==> config.mk <==
export PLATFORM = sky130hd
export DESIGN_NAME = data_mem_arbiter
export DESIGN_NICKNAME = d
export VERILOG_FILES = /design/src/rtl/data_mem_arbiter.sv
export SDC_FILE = /design/constraint.sdc
export NUM_CORES = 1
export LEC_CHECK = 0
export CELL_PAD_IN_SITES_DETAIL_PLACEMENT = 0
export CELL_PAD_IN_SITES_GLOBAL_PLACEMENT = 1
export CORE_UTILIZATION = 12
export CTS_CLUSTER_SIZE = 40
export DETAILED_ROUTE_END_ITERATION = 12
export PLACE_DENSITY = 0.84
export SYNTH_ARGS = -nofsm -noshare
export SYNTH_HDL_FRONTEND = slang
export SYNTH_SLANG_ARGS = --single-unit
==> constraint.sdc <==
create_clock -name clk -period 1.85 [get_ports clk]
set_input_delay 0.555 -clock clk [delete_from_list [all_inputs] [get_ports clk]]
set_output_delay 0.555 -clock clk [all_outputs]
set_load 0.1 [all_outputs]
==> src/rtl/data_mem_arbiter.sv <==
// data_mem_arbiter: shares one single-port synchronous data memory between the CPU and the debug/loader port
// Ports: cpu_* / dbg_* requester ports (req, we, addr, wdata in; gnt, rvalid, rdata out; cpu_stall, dbg_lock),
//        mem_* memory side (wren, addr, wdata out; rdata in, one cycle after the read address).
// Grants are combinational from requests and state; dbg_lock on a granted dbg beat keeps ownership.
module data_mem_arbiter #(
  parameter int ADDR_W = 32,
  parameter int DATA_W = 32
) (
  input  logic              clk,
  input  logic              rst,
  input  logic              cpu_req,
  input  logic              cpu_we,
  input  logic [ADDR_W-1:0] cpu_addr,
  input  logic [DATA_W-1:0] cpu_wdata,
  output logic              cpu_gnt,
  output logic              cpu_stall,
  output logic              cpu_rvalid,
  output logic [DATA_W-1:0] cpu_rdata,
  input  logic              dbg_req,
  input  logic              dbg_we,
  input  logic [ADDR_W-1:0] dbg_addr,
  input  logic [DATA_W-1:0] dbg_wdata,
  input  logic              dbg_lock,
  output logic              dbg_gnt,
  output logic              dbg_rvalid,
  output logic [DATA_W-1:0] dbg_rdata,
  output logic              mem_wren,
  output logic [ADDR_W-1:0] mem_addr,
  output logic [DATA_W-1:0] mem_wdata,
  input  logic [DATA_W-1:0] mem_rdata
);
  typedef enum logic {ARB, LOCKED} mode_e;
  typedef enum logic {CPU, DBG} port_e;
  typedef enum logic [1:0] {NONE, RD_CPU, RD_DBG} owner_e;
  mode_e  mode_q;
  port_e  last_q;
  owner_e rd_q;
  // On a tie the port that was not granted last wins; LOCKED shuts the CPU out entirely.
  assign cpu_gnt    = (mode_q == ARB) && cpu_req && (!dbg_req || last_q == DBG);
  assign dbg_gnt    = dbg_req && (mode_q == LOCKED || !cpu_req || last_q == CPU);
  assign cpu_stall  = cpu_req && !cpu_gnt;
  assign mem_wren   = cpu_gnt ? cpu_we : dbg_gnt && dbg_we;
  assign mem_addr   = cpu_gnt ? cpu_addr : dbg_gnt ? dbg_addr : '0;
  assign mem_wdata  = cpu_gnt ? cpu_wdata : dbg_gnt ? dbg_wdata : '0;
  assign cpu_rvalid = rd_q == RD_CPU;
  assign dbg_rvalid = rd_q == RD_DBG;
  assign cpu_rdata  = mem_rdata;
  assign dbg_rdata  = mem_rdata;
  always_ff @(posedge clk)
    if (rst) begin
      mode_q <= ARB;
      last_q <= DBG;
      rd_q   <= NONE;
    end else begin
      if (dbg_gnt) mode_q <= dbg_lock ? LOCKED : ARB;
      if (cpu_gnt || dbg_gnt) last_q <= cpu_gnt ? CPU : DBG;
      rd_q <= (cpu_gnt && !cpu_we) ? RD_CPU : (dbg_gnt && !dbg_we) ? RD_DBG : NONE;
    end
endmodule

# After elaboration in Yosys (flattened, before gate mapping)
# Index checks and enable logic that the tools add are counted.
# classes
n_reduce_logical	17
eq_ne	2
muxes	9
n_bitwise	2
# ops
cell	n
$mux W32	4
$logic_and A1 B1 Y1	7
$logic_not A1 Y1	5
$logic_or A1 B1 Y1	4
$mux W1	4
$eq A2 B1 Y1 const B	1
$eq A2 B2 Y1 const B	1
$mux W2	1
$not A1 Y1	2
$reduce_or A2 Y1	1
# word_totals
out_inout_bits	134
reg_bits	4
wordCells	34
inputBits	167

# Logic depth before layout (Yosys ltp)
# logic_depth
word_depth	7
depth_mapped	6

# Worst setup path after synthesis
# Ideal clock, no wire load.
# synth_path
path_type	in2out
startpoint	input port dbg_req
endpoint	output port mem_wdata[24]
required_time_ns	1.295
path_buffers	3
cell_stages	5
setup_slack_ns	-2.082
arrival_ns	3.377
cell_sequence	buf_2 -> nor2b_4 -> buf_6 -> buf_2 -> o32ai_1
# synth_between
elab_chain_len	4
word_cells_on_any_way	6
# synth_rtl
element	line_no	text
from (decl)	19	input logic dbg_req,
$logic_not A1 Y1	39	assign cpu_gnt = (mode_q == ARB) && cpu_req && (!dbg_req || last_q == DBG);
$logic_or A1 B1 Y1	39	
$logic_and A1 B1 Y1	39	
$mux W32 *	44	assign mem_wdata = cpu_gnt ? cpu_wdata : dbg_gnt ? dbg_wdata : '0;
to (decl)	29	output logic [DATA_W-1:0] mem_wdata,
# Every way passes the cells marked *; elsewhere a longest branch is shown, timed or not.

# Final worst setup path
# layout_path
startpoint	input port dbg_req
endpoint	output port mem_wdata[22]
# The elaborated chain is that of the path after synthesis.

==> out/summary.txt <==
===============================================================================================
Run status                                                                         finished, violations left
Failing checks                                                                     negative setup slack
Worst-path maximum fanout                                                                     9
Final number of hold-violating endpoints                                                      0
Number of endpoints failing setup at the final stage                                         68
Fillers                                                                                   1,566
Power per unit of standard cell area                                                 560 nW/µm²
Max capacitance violation total                                                               0
Via-to-Cell Ratio                                                                          3.96
Clock input transition at the sequential cells of the worst setup and hold paths        0.03 ns
Total wirelength of the detailed-routed design                                          11.5 mm
Crit path time final                                                                    2.17 ns
Kind of end point of the critical path                                               output pin
Fraction of power consumed by the clock network                                           0.092
Overall power consumption                                                               3.68 mW
Final total negative setup slack                                                      -18.41 ns
Total number of vias                                                                      2,763
Number of placement rows                                                                     47
Clock root buffer                                                                  sky130_fd_sc_hd__clkbuf_16
Routability cong.                                                                         0.731
Cells after DPL                                                                             685
Pre-CTS setup slack                                                                   -0.744 ns
Wire length of the first global-routing pass                                            17.3 mm
Maximum number of buffers from clock root to sink                                             2
Final core area utilization                                                               0.394
Distinct cells, synth                                                                        20
Combined area of all synthesized cells                                                 2070 µm²
Post-CTS Hold Buffers                                                                         0
Maximum achievable frequency                                                            461 MHz
Number of buffers created by CTS                                                              3
Port Buffer Count                                                                           204
Final ANT Viol Nets                                                                           0
Pleak                                                                                   2.66 nW
Skew-Pair Late Insertion Delay                                                          0.22 ns
Sequential-to-total area share from yosys stat                                           0.0387
Count of final max-slew check failures                                                        0
Initial core utilization                                                                  0.124
Kind of critical path                                                                    in2out
Synthesized area divided by synthesized cell count                                     6.68 µm²
Syn Inst Count                                                                              310
Sum of overflow across all layers after global routing                                        0
Via count of the first global-routing pass                                                3,105
Synth warn                                                                                    0
Pin count of the biggest net entering global routing                                         41
Combinational share of power                                                              0.881
Crit path required time                                                                 1.29 ns
GRT Total Usage                                                                           0.124
Final routed DRC violation total                                                              0
Multi-input logic area                                                                 2180 µm²
Final worst path period share                                                              1.17
Level count of the clock H-tree                                                               1
Syn Nets                                                                                    477
Worst IR drop on VDD                                                                     599 µV
Slew at the pin with the worst max-slew slack                                          0.268 ns
Layout cell share with drive strength beyond 1                                            0.544
Fraction of power consumed by sequential logic                                            0.027
Number of antenna violations at the first check in global routing                             0
CP startpoint kind                                                                 primary input
Area added between synthesis and finish                                                    218%
Core Region                                                                          16,700 µm²
Post-DP HPWL                                                                            9.04 mm
Count of clock tree sinks                                                                     4
Relative slew margins                                                                     0.823
Worst hold path class                                                                   reg2reg
Final worst slack                                                                     -0.320 ns
Setup Skew                                                                          0.000408 ns
Unrepaired setup endpoints after global routing                                             yes
1st-pass router iterations                                                                    4
CTS tree                                                                                  built
Die Footprint                                                                        17,800 µm²
Total net switching power                                                               1.91 mW
IO Count                                                                                    301
Net total in the final layout                                                               647
Number of antenna cells inserted                                                              0
Proportion of total power due to net switching                                            0.519
Internal cell power                                                                     1.77 mW
Die Height                                                                               133 µm
Iter 0 DRT Violations                                                                        49
Area occupied by registers                                                             82.6 µm²
Non-filler instance count after layout                                                      698
Number of flip-flops and latches in the synthesized netlist                                   4
Worst Path Arrival                                                                      1.62 ns
Routed len/inst                                                                         16.5 µm
Width of the die                                                                         133 µm
===============================================================================================
## routing by layer
metal / track usage / part of all wire
met4: 0.0322 / 0.020
met3: 0.0320 / 0.065
met5: 0 / 0
met1: 0.136 / 0.36
met2: 0.234 / 0.55
## cells in the final DEF (no fill, tap or decap), drive strengths merged, types with 2 or more instances in the layout
cell type / netlist / final
dlygate4sd2: 0 / 28
nor2b: 4 / 4
buf: 87 / 126
dfxtp: 4 / 4
clkdlybuf4s50: 0 / 86
inv: 67 / 67
nor2: 2 / 2
nand2: 65 / 65
clkbuf: 8 / 5
o32ai: 65 / 65
dlymetal6s2s: 0 / 18
## registers in the layout, summed over array words and instances, names as in the netlist
| signal | flops |
|---|---|
| last_q | 1 |
| mode_q | 1 |
| rd_q | 2 |
## cell type report
class	instances	area share
sequential	4	0.0126
multi-input combinational	144	0.331
timing repair buffer	260	0.565
inverter	67	0.0382
clock buffer	3	0.0114
tap	220	0.0419
## metrics by stage
step                hold slack [ns]  cell area, µm²
CTS                           0.576            6480
global placement              0.581            6230
detailed placement            0.600            6230
finish                        0.567            6580
floorplan                     0.469            3200
global route                  0.593            6580
## kinds of logic (layout without fill, tap and decap cells)
kind of cell / Yosys count / count (layout) / synth area share
and+or+nand+nor: 75 / 75 / 0.152
buffers and inverters: 162 / 330 / 0.446
AOI/OAI and AO/OA: 69 / 69 / 0.364
DFF: 4 / 4 / 0.0387
## power by group through the flow
stage | Combinational (mW) | Sequential, mW | Clock, mW
6_report | 3.25 | 0.0984 | 0.340
3_3_place_gp | 3.15 | 0.0985 | 0
3_5_place_dp | 3.18 | 0.0989 | 0
2_1_floorplan | 2.57 | 0.0973 | 0
5_1_grt | 3.35 | 0.0988 | 0.353
4_1_cts | 3.25 | 0.0983 | 0.346
## repair_timing
action / CTS / global route
resized for setup: 81 / 41
pin swaps: 45 / 30
cloned: 3 / 2
setup endpoints to repair: 68 / 68
setup buffers: 5 / 0
## synthesized netlist by cell type
| master | instances | area share |
|---|---|---|
| sky130_fd_sc_hd__buf_4 | 67 | 0.24 |
| sky130_fd_sc_hd__inv_1 | 67 | 0.12 |
| sky130_fd_sc_hd__nand2_1 | 65 | 0.12 |
| sky130_fd_sc_hd__o32ai_1 | 45 | 0.19 |
| sky130_fd_sc_hd__o32ai_2 | 20 | 0.16 |
| sky130_fd_sc_hd__buf_2 | 14 | 0.034 |
| sky130_fd_sc_hd__clkbuf_1 | 8 | 0.015 |
| sky130_fd_sc_hd__buf_6 | 6 | 0.033 |
| sky130_fd_sc_hd__dfxtp_1 | 4 | 0.039 |
| sky130_fd_sc_hd__nor2b_1 | 3 | 0.0091 |
| sky130_fd_sc_hd__nor2_1 | 2 | 0.0036 |
| sky130_fd_sc_hd__a21bo_2 | 1 | 0.0048 |
| sky130_fd_sc_hd__a221oi_1 | 1 | 0.0042 |
| sky130_fd_sc_hd__and3b_1 | 1 | 0.0042 |
| sky130_fd_sc_hd__nand2b_1 | 1 | 0.0030 |
| sky130_fd_sc_hd__nor2b_4 | 1 | 0.0066 |
| sky130_fd_sc_hd__nor4_1 | 1 | 0.0030 |
| sky130_fd_sc_hd__nor4b_1 | 1 | 0.0042 |
| sky130_fd_sc_hd__o21a_1 | 1 | 0.0036 |
| sky130_fd_sc_hd__o21bai_1 | 1 | 0.0036 |
## path summary, 6_finish.rpt
check           from             to  slack, ns  cells after the start
min           last_q         last_q       0.57                      2
min reg2reg   last_q         last_q       0.57                      2
max          dbg_req  mem_wdata[22]      -0.32                      6
max reg2reg   last_q        rd_q[1]       0.69                      4
## worst max-delay path, stage by stage
cell and delay, ns:
sky130_fd_sc_hd__buf_8 0.10, sky130_fd_sc_hd__nor2b_4 0.13, sky130_fd_sc_hd__buf_12 0.15, sky130_fd_sc_hd__buf_12 0.14, sky130_fd_sc_hd__o32ai_4 0.30, sky130_fd_sc_hd__buf_12 0.21
No activity file was read; power rests on OpenSTA's default activity.
